`src/rtl/spi_pkg.sv`:
```
// Shared definitions for the SPI responder transmitter: FSM states,
// bus mode constants and the frame-length clamp.
package spi_pkg;

  typedef enum logic [1:0] {
    IDLE  = 2'd0,
    LOAD  = 2'd1,
    SHIFT = 2'd2,
    HOLD  = 2'd3
  } spi_state_e;

  localparam logic CPOL_LOW   = 1'b0;
  localparam logic CPOL_HIGH  = 1'b1;
  localparam logic CPHA_LEAD  = 1'b0;
  localparam logic CPHA_TRAIL = 1'b1;

  // A request of 0 or anything longer than the shifter means a full-width frame.
  function automatic int unsigned eff_len(input int unsigned len, input int unsigned max_len);
    int unsigned r;
    if ((len == 32'd0) || (len > max_len)) begin
      r = max_len;
    end else begin
      r = len;
    end
    return r;
  endfunction

endpackage

```
`src/rtl/spi_sync_edge.sv`:
```
// Two-flop synchronizer for an asynchronous bus pin, plus one delay flop
// that turns level changes into single-cycle rise/fall pulses.
module spi_sync_edge #(
  parameter logic RST_VAL = 1'b0
) (
  input  logic clk,
  input  logic rstn,
  input  logic din,
  output logic rise,
  output logic fall
);

  logic meta_q, sync_q, prev_q;
  logic meta_d, sync_d, prev_d;

  // next values of the synchronizer chain
  always_comb begin
    meta_d = din;
    sync_d = meta_q;
    prev_d = sync_q;
  end

  // synchronizer and edge-detect flops
  always_ff @(posedge clk or negedge rstn) begin
    if (!rstn) begin
      meta_q <= RST_VAL;
      sync_q <= RST_VAL;
      prev_q <= RST_VAL;
    end else begin
      meta_q <= meta_d;
      sync_q <= sync_d;
      prev_q <= prev_d;
    end
  end

  assign rise = sync_q & ~prev_q;
  assign fall = ~sync_q & prev_q;

endmodule

```
`src/rtl/spi_slave_tx.sv`:
```
// SPI responder transmitter: oversamples the master's clock and select, shifts one
// buffered word per frame onto sdo. SPI_SLV_TX_LSB_FIRST_EN adds the lsb_first port.
module spi_slave_tx
  import spi_pkg::*;
#(
  parameter int SPI_TX_WIDTH = 8,
  parameter int CNT_W        = $clog2(SPI_TX_WIDTH + 1)
) (
  input  logic                    clk,
  input  logic                    rstn,
  input  logic                    cpol,
  input  logic                    cpoa,
  input  logic [CNT_W-1:0]        length,
`ifdef SPI_SLV_TX_LSB_FIRST_EN
  input  logic                    lsb_first,
`endif
  input  logic [SPI_TX_WIDTH-1:0] tx_data,
  input  logic                    tx_vld,
  output logic                    tx_rdy,
  input  logic                    cs_n,
  input  logic                    spi_bus_clk,
  output logic                    sdo,
  output logic                    sdo_oe,
  output logic                    tx_eot,
  output logic                    tx_underrun
);

  localparam int W = SPI_TX_WIDTH;
  localparam logic [CNT_W-1:0] CNT_ONE = {{(CNT_W-1){1'b0}}, 1'b1};

  spi_state_e       state_q, state_d;
  logic             cpol_q, cpol_d, cpoa_q, cpoa_d;
  logic [CNT_W-1:0] len_q, len_d, bitcnt_q, bitcnt_d;
  logic [W-1:0]     buf_q, buf_d, shreg_q, shreg_d;
  logic             buf_full_q, buf_full_d, tx_rdy_q, tx_rdy_d;
  logic             sdo_q, sdo_d, sdo_oe_q, sdo_oe_d;
  logic             tx_eot_q, tx_eot_d, tx_underrun_q, tx_underrun_d;
  logic             bclk_rise_s, bclk_fall_s, cs_rise_s, cs_fall_s;
  logic             lead_s, trail_s, shift_ev_s, sample_ev_s, accept_s, lsb_s;
  logic [CNT_W-1:0] len_eff_s, shamt_s, bitcnt_inc_s;
  logic [W-1:0]     load_s, aligned_s;

  function automatic logic head_bit(input logic [W-1:0] v, input logic lsb);
    return lsb ? v[0] : v[W-1];
  endfunction

  function automatic logic [W-1:0] shift_out(input logic [W-1:0] v, input logic lsb);
    return lsb ? {1'b0, v[W-1:1]} : {v[W-2:0], 1'b0};
  endfunction

  spi_sync_edge #(.RST_VAL(1'b0)) u_sync_bclk (
    .clk(clk), .rstn(rstn), .din(spi_bus_clk), .rise(bclk_rise_s), .fall(bclk_fall_s)
  );

  spi_sync_edge #(.RST_VAL(1'b1)) u_sync_cs (
    .clk(clk), .rstn(rstn), .din(cs_n), .rise(cs_rise_s), .fall(cs_fall_s)
  );

`ifdef SPI_SLV_TX_LSB_FIRST_EN
  logic lsb_q, lsb_d;

  // bit order is frozen for the whole frame at select
  always_comb begin
    if ((state_q == IDLE) && cs_fall_s) begin
      lsb_d = lsb_first;
    end else begin
      lsb_d = lsb_q;
    end
  end

  // bit-order register
  always_ff @(posedge clk or negedge rstn) begin
    if (!rstn) begin
      lsb_q <= 1'b0;
    end else begin
      lsb_q <= lsb_d;
    end
  end

  assign lsb_s = lsb_q;
`else
  assign lsb_s = 1'b0;
`endif

  assign lead_s       = (cpol_q == CPOL_LOW) ? bclk_rise_s : bclk_fall_s;
  assign trail_s      = (cpol_q == CPOL_LOW) ? bclk_fall_s : bclk_rise_s;
  assign shift_ev_s   = (cpoa_q == CPHA_LEAD) ? trail_s : lead_s;
  assign sample_ev_s  = (cpoa_q == CPHA_LEAD) ? lead_s : trail_s;
  assign len_eff_s    = CNT_W'(eff_len(32'(length), W));
  assign bitcnt_inc_s = bitcnt_q + CNT_ONE;
  assign accept_s     = tx_vld & tx_rdy_q;
  // MSB-first frames shorter than W are left-aligned so bit len-1 sits at the top
  assign shamt_s      = CNT_W'(W) - len_q;
  assign load_s       = buf_full_q ? buf_q : {W{1'b0}};
  assign aligned_s    = lsb_s ? load_s : (load_s << shamt_s);

  // state register
  always_ff @(posedge clk or negedge rstn) begin
    if (!rstn) begin
      state_q <= IDLE;
    end else begin
      state_q <= state_d;
    end
  end

  // next-state logic
  always_comb begin
    state_d = state_q;
    case (state_q)
      IDLE:    state_d = cs_fall_s ? LOAD : IDLE;
      LOAD:    state_d = cs_rise_s ? IDLE : SHIFT;
      SHIFT: begin
        if (cs_rise_s) begin
          state_d = IDLE;
        end else if (sample_ev_s && (bitcnt_inc_s == len_q)) begin
          state_d = HOLD;
        end else begin
          state_d = SHIFT;
        end
      end
      HOLD:    state_d = cs_rise_s ? IDLE : HOLD;
      default: state_d = IDLE;
    endcase
  end

  // single-entry buffer: LOAD drains it, a handshake refills it
  always_comb begin
    if (state_q == LOAD) begin
      buf_full_d = 1'b0;
    end else begin
      buf_full_d = buf_full_q;
    end
    if (accept_s) begin
      buf_d      = tx_data;
      buf_full_d = 1'b1;
    end else begin
      buf_d = buf_q;
    end
    tx_rdy_d = ~buf_full_d;
  end

  // output and datapath logic
  always_comb begin
    cpol_d        = cpol_q;
    cpoa_d        = cpoa_q;
    len_d         = len_q;
    shreg_d       = shreg_q;
    bitcnt_d      = bitcnt_q;
    sdo_d         = sdo_q;
    sdo_oe_d      = sdo_oe_q;
    tx_eot_d      = 1'b0;
    tx_underrun_d = 1'b0;
    case (state_q)
      IDLE: begin
        sdo_d    = 1'b0;
        sdo_oe_d = 1'b0;
        if (cs_fall_s) begin
          cpol_d = cpol;
          cpoa_d = cpoa;
          len_d  = len_eff_s;
        end else begin
          len_d = len_q;
        end
      end
      LOAD: begin
        bitcnt_d      = {CNT_W{1'b0}};
        tx_underrun_d = ~buf_full_q;
        if (cs_rise_s) begin
          sdo_oe_d = 1'b0;
          sdo_d    = 1'b0;
        end else if (cpoa_q == CPHA_LEAD) begin
          sdo_oe_d = 1'b1;
          sdo_d    = head_bit(aligned_s, lsb_s);
          shreg_d  = shift_out(aligned_s, lsb_s);
        end else begin
          sdo_oe_d = 1'b1;
          sdo_d    = 1'b0;
          shreg_d  = aligned_s;
        end
      end
      SHIFT: begin
        if (cs_rise_s) begin
          sdo_oe_d = 1'b0;
          sdo_d    = 1'b0;
        end else begin
          if (shift_ev_s) begin
            sdo_d   = head_bit(shreg_q, lsb_s);
            shreg_d = shift_out(shreg_q, lsb_s);
          end else begin
            sdo_d = sdo_q;
          end
          if (sample_ev_s) begin
            bitcnt_d = bitcnt_inc_s;
            tx_eot_d = (bitcnt_inc_s == len_q);
          end else begin
            bitcnt_d = bitcnt_q;
          end
        end
      end
      HOLD: begin
        if (cs_rise_s) begin
          sdo_oe_d = 1'b0;
          sdo_d    = 1'b0;
        end else begin
          sdo_d = sdo_q;
        end
      end
      default: begin
        sdo_d    = 1'b0;
        sdo_oe_d = 1'b0;
      end
    endcase
  end

  // datapath, buffer and output registers
  always_ff @(posedge clk or negedge rstn) begin
    if (!rstn) begin
      cpol_q        <= 1'b0;
      cpoa_q        <= 1'b0;
      len_q         <= {CNT_W{1'b0}};
      bitcnt_q      <= {CNT_W{1'b0}};
      buf_q         <= {W{1'b0}};
      shreg_q       <= {W{1'b0}};
      buf_full_q    <= 1'b0;
      tx_rdy_q      <= 1'b0;
      sdo_q         <= 1'b0;
      sdo_oe_q      <= 1'b0;
      tx_eot_q      <= 1'b0;
      tx_underrun_q <= 1'b0;
    end else begin
      cpol_q        <= cpol_d;
      cpoa_q        <= cpoa_d;
      len_q         <= len_d;
      bitcnt_q      <= bitcnt_d;
      buf_q         <= buf_d;
      shreg_q       <= shreg_d;
      buf_full_q    <= buf_full_d;
      tx_rdy_q      <= tx_rdy_d;
      sdo_q         <= sdo_d;
      sdo_oe_q      <= sdo_oe_d;
      tx_eot_q      <= tx_eot_d;
      tx_underrun_q <= tx_underrun_d;
    end
  end

  assign tx_rdy      = tx_rdy_q;
  assign sdo         = sdo_q;
  assign sdo_oe      = sdo_oe_q;
  assign tx_eot      = tx_eot_q;
  assign tx_underrun = tx_underrun_q;

endmodule
```
`config.mk`:
```
export PLATFORM = sky130hd
export DESIGN_NAME = spi_slave_tx
export DESIGN_NICKNAME = d
export VERILOG_FILES = /design/src/rtl/spi_pkg.sv /design/src/rtl/spi_sync_edge.sv /design/src/rtl/spi_slave_tx.sv
export SDC_FILE = /design/constraint.sdc
export NUM_CORES = 1
export LEC_CHECK = 0
export BUFFER_PORTS_ARGS = -buffer_cell sky130_fd_sc_hd__buf_2
export CORE_ASPECT_RATIO = 1.1
export CORE_MARGIN = 4
export CORE_UTILIZATION = 38
export CTS_BUF_LIST = sky130_fd_sc_hd__clkbuf_8
export DETAILED_ROUTE_END_ITERATION = 8
export HOLD_SLACK_MARGIN = 0.06
export PLACE_DENSITY_LB_ADDON = 0.3
export SLEW_MARGIN = 20
export SYNTH_ARGS = -nofsm -noshare
export SYNTH_HDL_FRONTEND = slang
export SYNTH_SLANG_ARGS = --single-unit
```
`constraint.sdc`:
```
create_clock -name clk -period 2.6 [get_ports clk]
set_input_delay 0.39 -clock clk [delete_from_list [all_inputs] [get_ports clk]]
set_output_delay 0.39 -clock clk [all_outputs]
set_load 0.02 [all_outputs]
```
==> impl_results.md, run 1 <==
- ANT cells: 0
- Pre-Repair DR Iteration Count: 5
- Final setup skew: 0.00681 ns
- Number of global-route vias before repair: 1707
- Final min period: 2.23 ns
- Max Slew Vio Count: 0
- Max Clk Rate: roughly 0.45 GHz
- Row Count: 29
- Setup bufs post-CTS: 0
- Area growth from synthesis to layout: 14.5%
- Element type at the critical path end: register
- Clock transition at the registers of the reported paths: roughly 0.08 ns
- Count of cell types in the netlist: 54
- Clock network power share: 0.187
- Share of layout cells above drive strength 1: 0.232
- Port bufs: 23
- CP max FO: 6
- Via/cell ratio: 5.31
- Clock sinks: 40
- Synthesized Nets: 249
- Asr flop ratio synth: 1.00
- Final setup vio count: 0
- Yosys top cell area share: 0.403
- Post-Layout Inst Area: approximately 2600 um^2
- Seq pwr share: 0.324
- Synth area leader: dfrtp_1
- Lkg Pwr: 1.15 nW
- Initial core utilization: 0.395
- CTS tree: built
- Worst setup SP type: register
- Final count of hold timing violations: 0
- DRC viols: 0
- Seq/Total Area, Yosys: 0.438
- Io pins: 24
- Avg WL per Cell: roughly 14 um
- M1 GR Usage: 0.192
- Switching power: 0.00125 W
- Cells after Synth: 223
- Worst-Margin Slew: between 0.8 and 0.9 ns
- Gr usage total: 0.142
- Clock Tree Buf Depth: 2
- Max cap viols: 0
- RSZ-0062 raised after global routing: false
- Largest net degree at the start of global routing: 41
- Vert. Die Dim: between 80 and 90 um
- Placement Cell Area: 2490 um^2
- Die X: between 80 and 90 um
- PwrDens: 1210 nW/um^2
- Sw Ratio: 0.395
- Antenna Nets Post-Route: 0
- Outcome: finished clean
- Met3 usage: 0.0363
- Yosys warns: 0
- Setup CP Type: register to register
- Initial DRC count: 143
- Most frequent cells after synthesis: dfrtp_1 (37), nand2_1 (20), a21oi_1 (15), nor2_1 (15), o21ai_0 (14)
- CTS HTree Levels: 2
- Yosys reg bits: 40
- Ys flop type: dfrtp_1
- Required time of the critical path: 2.78 ns
- Post-synth EDFFs: 0
- Total gr overflow: 0
- Tot Pwr: 0.00317 W
- DP HPWL: 3380 um
- Top cells by area, synth: dfrtp_1 (40%), mux2_2 (4.9%), mux2i_1 (4.8%)
- First-pass GRT wire length: 7980 um
- Combinational power share: 0.489
- Top-count cell post-synth: dfrtp_1
- Pint: roughly 0.0019 W
- Hold crit path type: primary input to register
- Worst EP arrival: ~2.4 ns
- Final WL: between 4000 and 5000 um
- GRT Max-Usage Layer: met2
- Clock insertion delay at the later pin of the skew report: between 0.2 and 0.3 ns
- Resized Gates After CTS: 0
- Die area: 7350 um^2
- R2R Setup Slk: 0.37 ns
- Max_slew headroom: 0.409
- Depth of the most critical reg-to-reg path: 7
- Post-CTS Hold Buffers: 0
- Core ar.: approximately 5800 um^2
- Clock buffer count from CTS: 5
- Antenna violations before repair: 0
- Hold depth: 1
- Hold_ws: between 0.15 and 0.2 ns
- Via Count: 1735
- Mean post-synth cell area: 10.3 um^2
- Setup_tns: 0 ns
- Final #Nets: around 280
- Gp weighted congestion: 0.826
- CTS Root Cell: clkbuf_8
- GR Util met2: 0.226
- Post-Synthesis Cell Area: 2290 um^2
- Period utilization: 0.860
- Peak VDD IR: 544 uV
-- layout by cell type (no fill, tap or decap), drive strengths merged, types with 2 or more instances in the layout --
cell,synthesis,layout
nor4,2,2
nor3,7,7
mux4,2,2
clkbuf,4,5
mux2,10,10
o311ai,2,2
nor2b,4,4
nand2,20,20
ha,7,7
nand3b,2,2
a21o,3,3
nor2,15,15
nand3,3,3
nand2b,8,8
o21bai,2,2
o221ai,3,3
xnor2,4,4
inv,10,11
o211ai,2,2
o41ai,2,2
dfrtp,37,37
xor2,3,3
a21oi,16,16
buf,5,28
and3,2,2
dfstp,3,3
o21ai,14,14
or3,3,3
bufinv,0,2
mux2i,11,11
-- cell type report --
| cell class | count | area (um^2) |
|---|---|---|
| Clock buffer | 5 | 68.8 |
| Clock inverter | 3 | 63.8 |
| Fill cell | 584 | 3180 |
| Inverter | 10 | 37.5 |
| Multi-Input combinational cell | 164 | 1200 |
| Sequential cell | 40 | 1000 |
| Tap cell | 77 | 96.3 |
| Timing Repair Buffer | 28 | 153 |
-- worst max-delay path, cell delays in order, from the launching register on --
cell	delay [ns]
dfrtp_1	0.44
inv_1	0.07
ha_1	0.31
mux4_2	0.50
and3_1	0.21
a21oi_2	0.13
o21ai_0	0.11
a221o_1	0.35
-- registers in the layout, indices dropped and copies added (netlist names), 2 cells and up --
signal and count:
buf_q 8, shreg_q 8, bitcnt_q 4, len_q 4
state_q 2
-- power groups by stage --
stage / logic (W) / clock network [W] / registers (W)
floorplan: 0.00126 / 0 / 0.000992
detailed placement: 0.00155 / 0 / 0.00104
global route: 0.00175 / 0.000640 / 0.00107
CTS: 0.00156 / 0.000617 / 0.00103
finish: 0.00155 / 0.000592 / 0.00103
global placement: 0.00154 / 0 / 0.00104
-- logic make-up (layout without fill, tap and decap cells) --
group,count (synthesis),after routing,share of synthesized area
XOR/XNOR,8,8,0.0431
AO/OA/AOI/OAI,58,58,0.176
flip-flops,40,40,0.438
AND/OR/NAND/NOR,68,68,0.150
adder cells (fa/ha/maj),7,7,0.0382
multiplexers,23,23,0.117
buffers and inverters,19,46,0.0376
-- worst paths after layout --
path                                        from            endpoint
worst max-delay path                    len_q[1]          shreg_q[7]
worst min-delay path                        cs_n    u_sync_cs.meta_q
worst max register to register          len_q[1]          shreg_q[7]
worst min register to register  u_sync_cs.meta_q    u_sync_cs.prev_d
max in group asynchronous                   rstn            buf_q[6]
min in group asynchronous                   rstn  u_sync_bclk.prev_q
-- per-stage QoR --
stage / instances / setup slack [ns] / utilization
2_1_floorplan: 223 / 0.143 / -
3_3_place_gp: 319 / 0.380 / 0.430
3_5_place_dp: 319 / 0.348 / 0.430
4_1_cts: 327 / 0.352 / 0.453
5_1_grt: 327 / 0.235 / 0.453
6_report: 327 / 0.365 / 0.453
-- metal layers --
layer,routed length (um),part of all wire
met1,2190,0.48
met2,2140,0.47
met3,167,0.037
met4,51,0.011
met5,0,0
Power figures use the tool's default switching activity.
==> run 2: changes to the inputs <==
Settings changed: ABC_AREA set to 1.
==> run 2 against run 1 <==
Net effect:
- hold slack worse by 0.0022 ns
- die area increased by 1.0%
- critical path type unchanged
- highest routed layer unchanged
- combinational power increased by 31%
- largest cell class unchanged
- clock-buffer cell count unchanged
- largest power group unchanged
- core utilization down 1.1 points
- worst setup slack gained 0.21 ns
- power grew 13%
- sequential power about the same
- sequential share of layout area grew 0.67 points
- critical path depth rose by 3
- clock power shrank 16%
- final cell count up 18%
==> impl_results.md, run 2 <==
- Required time of the critical path: 2.78 ns (about the same)
- CP max FO: 11 (was 6)
- Top Family by Delay on Critical Path: simple AND/OR/NAND/NOR gates (was compound AO/OA/AOI/OAI gates)
- Initial DRC count: 114 (was 143)
- DRC viols: 0 (unchanged)
- CP cell instances: inv_2 -> ha_1 -> inv_1 -> nand3_1 -> nand2_1 -> nand2_1 -> nand3_1 -> nand2_1 -> nand3_1 -> nand2_1 (was inv_1 -> ha_1 -> mux4_2 -> and3_1 -> a21oi_2 -> o21ai_0 -> a221o_1)
- Synthesized Nets: 312 (was 249)
- Gp weighted congestion: 0.862 (was 0.826)
- Final #Nets: 335 (was 275)
- Core ar.: 5840 um^2 (was 5810 um^2)
- Clock insertion delay at the later pin of the skew report: 0.29 ns (about the same)
- R2R Setup Slk: 0.57 ns (was 0.37 ns)
- Clock transition at the registers of the reported paths: 0.08 ns (about the same)
- Largest registers: buf_q (8), shreg_q (8) (unchanged)
- Antenna violations before repair: 0 (unchanged)
- Clock Tree Buf Depth: 2 (unchanged)
- Synth area leader: dfrtp_1 (unchanged)
- Clock sinks: 40 (unchanged)
- Count of cell types in the netlist: 35 (was 54)
- CP bufs+invs: 2 (was 1)
- DRT met1 WL: 2260 um (was 2190 um)
- Max_slew headroom: 0.415 (was 0.409)
- Yosys top cell area share: 0.399 (was 0.403)
- Max Clk Rate: 0.493 GHz (was 0.447 GHz)
- Element type at the critical path end: register (unchanged)
- Final setup skew: 0.00806 ns (was 0.00681 ns)
- Setup bufs post-CTS: 0 (unchanged)
- CTS Root Cell: clkbuf_8 (unchanged)
- Mean post-synth cell area: 8.12 um^2 (was 10.3 um^2)
- Number of global-route vias before repair: 1931 (was 1707)
- Post-Synthesis Cell Area: 2320 um^2 (was 2290 um^2)
- Max cap viols: 0 (unchanged)
- Setup CP Type: register to register (unchanged)
- Row Count: 29 (unchanged)
- Die area: 7420 um^2 (was 7350 um^2)
- Initial core utilization: 0.397 (was 0.395)
- Final min period: 2.03 ns (was 2.23 ns)
- Filler cells: 577 (was 584)
- PwrDens: 1380 nW/um^2 (was 1210 nW/um^2)
- Vert. Die Dim: 90.0 um (was 89.5 um)
- Resized Gates After CTS: 0 (unchanged)
- Most frequent cells after synthesis: nand2_1 (76), nand3_1 (45), dfrtp_1 (37) (was dfrtp_1 (37), nand2_1 (20), a21oi_1 (15), nor2_1 (15), o21ai_0 (14))
- First-pass GRT wire length: 8760 um (was 7980 um)
- Final count of hold timing violations: 0 (unchanged)
- ANT cells: 0 (unchanged)
- Largest net degree at the start of global routing: 41 (unchanged)
- Peak VDD IR: 608 uV (was 544 uV)
- Yosys reg bits: 40 (unchanged)
- Total gr overflow: 0 (unchanged)
- Final WL: 4660 um (was 4540 um)
- Share of layout cells above drive strength 1: 0.197 (was 0.232)
- Gr usage total: 0.148 (was 0.142)
- WL met2: 2210 um (was 2140 um)
- Port bufs: 23 (unchanged)
- Top cells by area, synth: dfrtp_1 (40%), nand2_1 (12%), nand3_1 (9.7%) (was dfrtp_1 (40%), mux2_2 (4.9%), mux2i_1 (4.8%))
- Area growth from synthesis to layout: 11.3% (was 14.5%)
- Outcome: finished clean (unchanged)
- Leading cell types in the layout, fill and taps excluded: nand2_1 (76), nand3_1 (45), dfrtp_1 (37) (was dfrtp_1 (37), buf_2 (23), nand2_1 (20))
- Crit path top cell by count: nand2_1
- Asr flop ratio synth: 1.00 (unchanged)
- Met3 WL post-DR: 142 um (was 167 um)
- Avg WL per Cell: 12.0 um (was 13.9 um)
- Via Count: 1872 (was 1735)
- Io pins: 24 (unchanged)
- Post-synth EDFFs: 0 (unchanged)
- CTS tree: built (unchanged)
- Die X: 82.5 um (was 82.1 um)
- Yosys warns: 0 (unchanged)
- CP max-delay cell: dfrtp_1 (was mux4_2)
- Post-CTS Hold Buffers: 0 (unchanged)
- Max layer used: met4 (unchanged)
- Lkg Pwr: 1.32 nW (was 1.15 nW)
- Final setup vio count: 0 (unchanged)
- Tot Pwr: 0.00357 W (was 0.00317 W)
- RSZ-0062 raised after global routing: false (unchanged)
- Post-route setup slack: 0.573 ns (was 0.365 ns)
- CTS HTree Levels: 2 (unchanged)
- DP HPWL: 3610 um (was 3380 um)
- Top-count cell post-synth: nand2_1 (was dfrtp_1)
- Setup_tns: 0 ns (unchanged)
- Worst EP arrival: 2.21 ns (was 2.41 ns)
- Antenna Nets Post-Route: 0 (unchanged)
- Commonest non-fill, non-tap cell in the layout: nand2_1 (was dfrtp_1)
- Worst-Margin Slew: 0.878 ns (was 0.887 ns)
- Via/cell ratio: 4.84 (was 5.31)
- Final core occ: 0.442 (was 0.453)
- Worst setup SP type: register (unchanged)
- Worst slack, placed: 0.580 ns (was 0.348 ns)
- Max Slew Vio Count: 0 (unchanged)
- Largest stage delay on the critical path: 0.53 ns (was 0.50 ns)
- Pre-Repair DR Iteration Count: 4 (was 5)
- Cells after Synth: 286 (was 223)
- Seq/Total Area, Yosys: 0.433 (was 0.438)
- Clock buffer count from CTS: 5 (unchanged)
- Ys flop type: dfrtp_1 (unchanged)
- Period utilization: 0.779 (was 0.860)
- Hold crit path type: primary input to register (unchanged)
==> run 2: cell count changes in the layout (fill, tap and decap cells not counted), moves of 4 or more <==
cell | before | now
nor2b_1 | 4 | 0
nand2b_1 | 8 | 0
nor2_1 | 15 | 23
inv_1 | 11 | 23
nand3_1 | 3 | 45
mux2i_1 | 11 | 0
inv_2 | 0 | 4
buf_4 | 5 | 0
a21oi_1 | 15 | 3
nand2_1 | 20 | 76
o21ai_1 | 0 | 7
nor3_1 | 7 | 1
mux2_2 | 10 | 6
==> run 2: cell families (layout without fill, tap and decap cells) <==
kind of cell	count (synthesis)	after routing	share of synthesized area
adders and majority gates	7	7	0.0377
DFF	40	40	0.433
buffers and inverters	36	60	0.0738
and+or+nand+nor	161	161	0.323
muxes	6	6	0.0291
xor gates and xnor gates	8	8	0.0367
AOI/OAI and AO/OA	28	28	0.0668
==> run 2: path summary, 6_finish.rpt <==
path / from / end / cells after the start
setup / recovery: len_q[0] / shreg_q[7] / 10
hold / removal: cs_n / u_sync_cs.meta_q / 1
setup reg to reg: len_q[0] / shreg_q[7] / 10
hold reg to reg: u_sync_bclk.meta_q / u_sync_bclk.prev_d / 0
max in group asynchronous: rstn / buf_full_q / 1
min in group asynchronous: rstn / bitcnt_q[0] / 1
==> run 2: per-layer routing <==
| metal | global-route usage | vias up |
|---|---|---|
| met5 | 0 | - |
| met4 | 0.0518 | 0 |
| met3 | 0.0270 | 4 |
| met2 | 0.229 | 32 |
| met1 | 0.206 | 866 |
| li1 | - | 970 |
==> run 2: worst register-to-register path, delay by kind of cell (launching register included) <==
family | cells | cell delay [ns]
and+or+nand+nor | 7 | 0.56
DFF | 1 | 0.53
adders and majority gates | 1 | 0.43
buffers and inverters | 2 | 0.41
==> run 2: per-stage QoR <==
step	hold WS [ns]	instances	instance area (um^2)
final	0.190	387	2580
after global routing	0.175	387	2580
after CTS	0.175	387	2580
after detailed placement	0.335	379	2470
after global placement	0.332	379	2470
after floorplan	0.0944	286	2320
==> run 2: final cells by class <==
class / instances / area, um^2 / area share
Multi-Input combinational cell: 210 / 1140 / 0.443
Sequential cell: 40 / 1000 / 0.389
Timing Repair Buffer: 23 / 115 / 0.0446
Inverter: 29 / 114 / 0.0441
Tap cell: 77 / 96.3 / 0.0373
Clock buffer: 5 / 68.8 / 0.0266
Clock inverter: 3 / 38.8 / 0.0150
==> run 2: where the power goes <==
| part | switching [W] | internal (W) |
|---|---|---|
| Clock | 0.000217 | 0.000281 |
| Combinational | 0.00130 | 0.000723 |
| Sequential | 0.000201 | 0.000848 |
